`config.mk`:
```
export PLATFORM = sky130hd
export DESIGN_NAME = mem_writer
export DESIGN_NICKNAME = d
export VERILOG_FILES = /design/src/rtl/mem_writer.sv
export SDC_FILE = /design/constraint.sdc
export NUM_CORES = 1
export LEC_CHECK = 0
export BUFFER_PORTS_ARGS = -buffer_cell sky130_fd_sc_hd__buf_2
export CORE_MARGIN = 4
export CORE_UTILIZATION = 50
export CTS_BUF_LIST = sky130_fd_sc_hd__clkbuf_8
export DETAILED_ROUTE_END_ITERATION = 8
export GPL_TIMING_DRIVEN = 0
export PLACE_DENSITY = 0.76
export REMOVE_ABC_BUFFERS = 1
export SYNTH_ARGS = -nofsm -noshare
export SYNTH_HDL_FRONTEND = slang
export SYNTH_SLANG_ARGS = --single-unit
```
`constraint.sdc`:
```
create_clock -name clk -period 3.55 [get_ports clk]
set_input_delay 0.71 -clock clk [delete_from_list [all_inputs] [get_ports clk]]
set_output_delay 0.71 -clock clk [all_outputs]
set_load 0.01 [all_outputs]
```
`src/rtl/mem_writer.sv`:
```
// Streaming burst writer: accepts words over valid/ready and writes them to consecutive, wrapping addresses.
// Optional read-back XOR checksum verification is compiled in with MEM_WRITER_VERIFY_EN.
module mem_writer #(
    parameter int DATA_WIDTH = 8,
    parameter int DEPTH      = 16,
    localparam int ADDR_WIDTH = $clog2(DEPTH)
) (
    input  logic                  clk,
    input  logic                  rst_n,
    input  logic                  start,
    input  logic [ADDR_WIDTH-1:0] base_addr,
    input  logic [ADDR_WIDTH:0]   length,
    input  logic                  s_valid,
    input  logic [DATA_WIDTH-1:0] s_data,
    output logic                  s_ready,
    output logic                  wr_en,
    output logic [ADDR_WIDTH-1:0] wr_addr,
    output logic [DATA_WIDTH-1:0] wr_data,
    output logic                  busy,
    output logic                  done
`ifdef MEM_WRITER_VERIFY_EN
    ,
    output logic [ADDR_WIDTH-1:0] rd_addr,
    input  logic [DATA_WIDTH-1:0] rd_data,
    output logic                  verify_err
`endif
);

    localparam int                  LEN_W     = ADDR_WIDTH + 1;
    localparam logic [LEN_W-1:0]    DEPTH_LEN = LEN_W'(DEPTH);
    localparam logic [ADDR_WIDTH-1:0] LAST_ADDR = ADDR_WIDTH'(DEPTH - 1);

    typedef enum logic [2:0] {IDLE, WRITE, VERIFY, VCHECK, DONE} state_t;

    state_t                  state_q, state_d;
    logic [ADDR_WIDTH-1:0]   ptr_q, ptr_d;
    logic [LEN_W-1:0]        len_q, len_d;
    logic [LEN_W-1:0]        cnt_q, cnt_d;
    logic                    wr_en_q, wr_en_d;
    logic [ADDR_WIDTH-1:0]   wr_addr_q, wr_addr_d;
    logic [DATA_WIDTH-1:0]   wr_data_q, wr_data_d;
    logic                    busy_q, busy_d;
    logic                    done_q, done_d;
    logic                    accept;
    logic                    last_beat;

`ifdef MEM_WRITER_VERIFY_EN
    logic [ADDR_WIDTH-1:0]   rd_ptr_q, rd_ptr_d;
    logic [ADDR_WIDTH-1:0]   rd_addr_q, rd_addr_d;
    logic [LEN_W-1:0]        rcnt_q, rcnt_d;
    logic                    rd_vld_q, rd_vld_d;
    logic                    acc_vld_q, acc_vld_d;
    logic [DATA_WIDTH-1:0]   wsum_q, wsum_d;
    logic [DATA_WIDTH-1:0]   rsum_q, rsum_d;
    logic                    verify_err_q, verify_err_d;
`endif

    function automatic logic [ADDR_WIDTH-1:0] next_addr(input logic [ADDR_WIDTH-1:0] a);
        return (a == LAST_ADDR) ? '0 : a + ADDR_WIDTH'(1);
    endfunction

    assign s_ready   = (state_q == WRITE);
    assign accept    = s_valid && s_ready;
    assign last_beat = (cnt_q == len_q - LEN_W'(1));

    always_comb begin
        state_d   = state_q;
        ptr_d     = ptr_q;
        len_d     = len_q;
        cnt_d     = cnt_q;
        wr_en_d   = 1'b0;
        wr_addr_d = wr_addr_q;
        wr_data_d = wr_data_q;
`ifdef MEM_WRITER_VERIFY_EN
        rd_ptr_d     = rd_ptr_q;
        rd_addr_d    = rd_addr_q;
        rcnt_d       = rcnt_q;
        rd_vld_d     = 1'b0;
        acc_vld_d    = rd_vld_q;
        wsum_d       = wsum_q;
        rsum_d       = acc_vld_q ? (rsum_q ^ rd_data) : rsum_q;
        verify_err_d = verify_err_q;
`endif
        case (state_q)
            IDLE: begin
                if (start) begin
                    ptr_d   = base_addr;
                    len_d   = (length > DEPTH_LEN) ? DEPTH_LEN : length;
                    cnt_d   = '0;
                    state_d = (length == '0) ? DONE : WRITE;
`ifdef MEM_WRITER_VERIFY_EN
                    rd_ptr_d     = base_addr;
                    rcnt_d       = '0;
                    wsum_d       = '0;
                    rsum_d       = '0;
                    verify_err_d = 1'b0;
`endif
                end
            end
            WRITE: begin
                if (accept) begin
                    wr_en_d   = 1'b1;
                    wr_addr_d = ptr_q;
                    wr_data_d = s_data;
                    ptr_d     = next_addr(ptr_q);
                    cnt_d     = cnt_q + LEN_W'(1);
`ifdef MEM_WRITER_VERIFY_EN
                    wsum_d    = wsum_q ^ s_data;
                    if (last_beat) state_d = VERIFY;
`else
                    if (last_beat) state_d = DONE;
`endif
                end
            end
`ifdef MEM_WRITER_VERIFY_EN
            // The first read registers during the last write cycle, so it reaches memory after the write lands.
            VERIFY: begin
                if (rcnt_q != len_q) begin
                    rd_addr_d = rd_ptr_q;
                    rd_vld_d  = 1'b1;
                    rd_ptr_d  = next_addr(rd_ptr_q);
                    rcnt_d    = rcnt_q + LEN_W'(1);
                end else if (!rd_vld_q && acc_vld_q) begin
                    state_d = VCHECK;
                end
            end
            VCHECK: begin
                verify_err_d = (rsum_q != wsum_q);
                state_d      = DONE;
            end
`endif
            DONE:    state_d = IDLE;
            default: state_d = IDLE;
        endcase
        busy_d = (state_d != IDLE);
        done_d = (state_d == DONE);
    end

    always_ff @(posedge clk or negedge rst_n) begin
        if (!rst_n) begin
            state_q   <= IDLE;
            ptr_q     <= '0;
            len_q     <= '0;
            cnt_q     <= '0;
            wr_en_q   <= 1'b0;
            wr_addr_q <= '0;
            wr_data_q <= '0;
            busy_q    <= 1'b0;
            done_q    <= 1'b0;
`ifdef MEM_WRITER_VERIFY_EN
            rd_ptr_q     <= '0;
            rd_addr_q    <= '0;
            rcnt_q       <= '0;
            rd_vld_q     <= 1'b0;
            acc_vld_q    <= 1'b0;
            wsum_q       <= '0;
            rsum_q       <= '0;
            verify_err_q <= 1'b0;
`endif
        end else begin
            state_q   <= state_d;
            ptr_q     <= ptr_d;
            len_q     <= len_d;
            cnt_q     <= cnt_d;
            wr_en_q   <= wr_en_d;
            wr_addr_q <= wr_addr_d;
            wr_data_q <= wr_data_d;
            busy_q    <= busy_d;
            done_q    <= done_d;
`ifdef MEM_WRITER_VERIFY_EN
            rd_ptr_q     <= rd_ptr_d;
            rd_addr_q    <= rd_addr_d;
            rcnt_q       <= rcnt_d;
            rd_vld_q     <= rd_vld_d;
            acc_vld_q    <= acc_vld_d;
            wsum_q       <= wsum_d;
            rsum_q       <= rsum_d;
            verify_err_q <= verify_err_d;
`endif
        end
    end

    assign wr_en   = wr_en_q;
    assign wr_addr = wr_addr_q;
    assign wr_data = wr_data_q;
    assign busy    = busy_q;
    assign done    = done_q;
`ifdef MEM_WRITER_VERIFY_EN
    assign rd_addr    = rd_addr_q;
    assign verify_err = verify_err_q;
`endif

endmodule
```
==> results summary <==
The total number of vias is 1,187. After routing, the total negative slack on setup checks comes to 0 ns. The run finished with clean final reports. In this run the critical register-to-register path is launched from state_q[1]$_DFF_PN0_.

For this run, design rule violations remaining after detail routing come to 0. The number of non-filler instances in the completed layout is 220. At the pin with the least slew margin, the transition time is 0.854 ns. The number of I/O pins came out at 37. The final-report hold violation count is 0. The type of the setup path with the least slack is register to register. The number of cells on the worst reg-to-reg path came out at 4. The signed area change from the synthesized netlist to the final layout came out at 17.3%. The met3 layer wire length in the routed design is 187 um. The worst min-delay path category is primary input to async pin. The pre-CTS worst setup slack came out at 0.810 ns. The number of nets in the final layout came out at 213. For this run, the total global-route usage over all layers was measured as 0.176.

The wire length of the first global-routing pass is 5470 um. The routed length on met1 is 1200 um. Dividing the detail-routed wire length by the instance count gives 13.6 um.

Once detail routing completed, the nets flagged for antenna violations numbered 0. The maximum VDD drop is 0.311 mV. The final clock skew is 0.00381 ns.

The number of hold buffers added after CTS was 0. Ranked by total cell area, the synthesized netlist is headed by sky130_fd_sc_hd__dfrtp_1 (54%), sky130_fd_sc_hd__nand2_1 (11%), sky130_fd_sc_hd__xor2_1 (3.5%). The share of synthesized area in the top cell type comes to 0.536. The initial antenna violation count came out at 0.

The leakage power came out at 0.925 nW. The detailed placer's ending HPWL is 2180 um. The number of different library cells used by synthesis comes to 35. The worst setup path is launched from a register. The global route total overflow came out at 0. Of the cells placed in the final design, the portion with a size suffix greater than 1 is 0.259. The number of max-slew violations in the final report is 0.

The data arrival at the endpoint of the critical path came out at 2.62 ns. The clock net in this run drives a total of 32 sinks. TritonCTS built the clock tree.

The post-CTS setup repair buffer count is 0. The count of H-tree levels built during CTS is 2. The die width is 62.7 um. Once the clock tree was built, the resizer swapped 0 gates to a different size.

The met2 layer wire length in the routed design came out at 1560 um. During placement, the flow inserted port buffers numbering 36. The pin count of the biggest net entering global routing is 33. During synthesis, Yosys emitted a total of 0 warnings. The total of endpoints with negative setup slack in the final report is 0. The number of global-route vias before repair came out at 1,266. The minimum setup slack in the final design is 1.09 ns. The clock-pin slew of the registers on the worst-case setup and hold paths came out at 0.06 ns. Based on the critical path, the design can be clocked at up to 407 MHz. The max-capacitance violation count came out at 0. The effective utilization at floorplan came out at 0.533. In this run the standard cell core region covers 2810 um^2. Row generation in the floorplan step produced 19 rows. The source of the critical timing path is state_q[1]$_DFF_PN0_.

The detail-routed via count per cell is 5.40. In this run the worst path has a maximum fanout of 20. The overall power after layout is 1.32 mW. The post-synthesis average cell area is 9.83 um^2. The clock period minus worst slack came out at 2.46 ns. The number of DRC markers after the initial detailed-route iteration is 74. In this run the critical register-to-register path is captured at state_q[0]$_DFF_PN0_. The power density over cell area is 755 nW/um^2. The number of synthesized register bits is 32.

The worst slack on hold paths came out at 0.467 ns. The clock root buffer is sky130_fd_sc_hd__clkbuf_8. The first TritonRoute pass finished after 4 iterations. STA classifies the critical path endpoint as a register. The placement-stage cell area came out at 1670 um^2. The number of antenna diodes is 0. The maximum count of clock buffers along a single path is 2. Data on the critical path is required at its endpoint by 3.71 ns. The total CTS buffers came out at 5. Dividing the final minimum period by the clock period gives 0.692.

The number of enable-type register cells in the synthesized netlist came out at 0. The share of the core filled with cells came out at 0.624. Of all cell types, the one taking the most synthesized area is sky130_fd_sc_hd__dfrtp_1. The total wirelength of the detailed-routed design is 3000 um. The routability-driven placement congestion ratio is 0.766.

The number of cells produced by synthesis is 152. The latest clock arrival within the worst-skew pair is 0.28 ns. The tightest slew margin relative to the limit came out at 0.427. In this run the top signal layer used is met4. The area of the die is 3930 um^2.

From bottom edge to top edge, the die measures 62.7 um. The primary flip-flop cell chosen by synthesis mapping is sky130_fd_sc_hd__dfrtp_1. The register-to-register setup slack came out at 1.09 ns.

The design area is 1750 um^2. Counting tap cells, the placed design contains a total of 213 instances. The fraction of the yosys area taken by sequential cells is 0.536. The proportion of register bits with asynchronous set or reset after synthesis came out at 1.00.

Setup repair after global routing left no endpoint under its margin. The netlist area before placement came out at 1490 um^2.
==> per-layer routing <==
metal,track usage,up-vias
li1,-,589
met1,0.200,560
met2,0.301,33
met3,0.0594,5
met4,0.0771,0
met5,0,-
==> state kept, by name, indices dropped and copies added (netlist names) <==
name and flops:
busy 1, cnt_q 5, done 1, len_q 5, ptr_q 4, state_q 3, wr_addr 4, wr_data 8
wr_en 1
==> placed cells by master (no fill, tap or decap), types with 2 or more instances in the layout <==
master / count
sky130_fd_sc_hd__o211ai_1: 3
sky130_fd_sc_hd__nand4_1: 4
sky130_fd_sc_hd__nand3b_1: 4
sky130_fd_sc_hd__a21oi_2: 2
sky130_fd_sc_hd__xor2_1: 6
sky130_fd_sc_hd__nand3_1: 2
sky130_fd_sc_hd__a311oi_1: 2
sky130_fd_sc_hd__nand2_1: 45
sky130_fd_sc_hd__ha_1: 3
sky130_fd_sc_hd__nor2_1: 7
sky130_fd_sc_hd__o21ai_0: 8
sky130_fd_sc_hd__nor3_1: 3
sky130_fd_sc_hd__xnor2_1: 2
sky130_fd_sc_hd__dfrtp_1: 32
sky130_fd_sc_hd__buf_2: 36
sky130_fd_sc_hd__inv_1: 6
sky130_fd_sc_hd__nand2b_1: 2
sky130_fd_sc_hd__clkbuf_8: 5
==> layout make-up <==
class / instances / area, um^2
Clock buffer: 5 / 68.8
Clock inverter: 2 / 8.76
Timing Repair Buffer: 36 / 180
Fill cell: 240 / 1050
Tap cell: 31 / 38.8
Inverter: 6 / 22.5
Multi-Input combinational cell: 108 / 632
Sequential cell: 32 / 801
==> how the worst max path moves through the flow <==
stage	slack (ns)	to	cells past startpoint
final	1.09	state_q[0]$_DFF_PN0_	4
after global routing	0.82	state_q[0]$_DFF_PN0_	4
after CTS	1.09	state_q[0]$_DFF_PN0_	4
after detailed placement	0.81	state_q[0]$_DFF_PN0_	5
after global placement	0.84	state_q[0]$_DFF_PN0_	5
after floorplan	1.37	state_q[0]$_DFF_PN0_	4
==> worst max-delay path, stage by stage (launching register included) <==
cell and delay, ns:
sky130_fd_sc_hd__dfrtp_1 0.42, sky130_fd_sc_hd__nand4bb_1 0.79, sky130_fd_sc_hd__inv_2 0.57, sky130_fd_sc_hd__nand4_1 0.22
sky130_fd_sc_hd__a211o_1 0.34
==> synth_stat cells, types with 2 or more instances <==
library cell and count:
sky130_fd_sc_hd__dfrtp_1 32, sky130_fd_sc_hd__o21ai_0 8, sky130_fd_sc_hd__nor2_1 7, sky130_fd_sc_hd__a311oi_1 2
sky130_fd_sc_hd__nand3_1 2, sky130_fd_sc_hd__nor3_1 3, sky130_fd_sc_hd__nand3b_1 4, sky130_fd_sc_hd__nand2b_1 2
sky130_fd_sc_hd__nand4_1 4, sky130_fd_sc_hd__o211ai_1 3, sky130_fd_sc_hd__a21oi_2 2, sky130_fd_sc_hd__nand2_1 45
sky130_fd_sc_hd__inv_1 5, sky130_fd_sc_hd__ha_1 3, sky130_fd_sc_hd__xnor2_1 2, sky130_fd_sc_hd__buf_2 4
sky130_fd_sc_hd__xor2_1 6
==> where the power goes <==
group	internal (mW)	switching [mW]	total [mW]	leakage (nW)
combinational	0.203	0.262	0.464	0.475
clock	0.130	0.124	0.254	0.0452
sequential	0.499	0.105	0.604	0.405
total	0.831	0.491	1.32	0.925
==> cells by family after synthesis <==
group / share of synthesized area
other: 0.00251
adders and majority gates: 0.0251
AOI/OAI and AO/OA: 0.111
buffers and inverters: 0.0410
xor gates and xnor gates: 0.0469
and+or+nand+nor: 0.238
DFF: 0.536
Power figures use the tool's default switching activity.
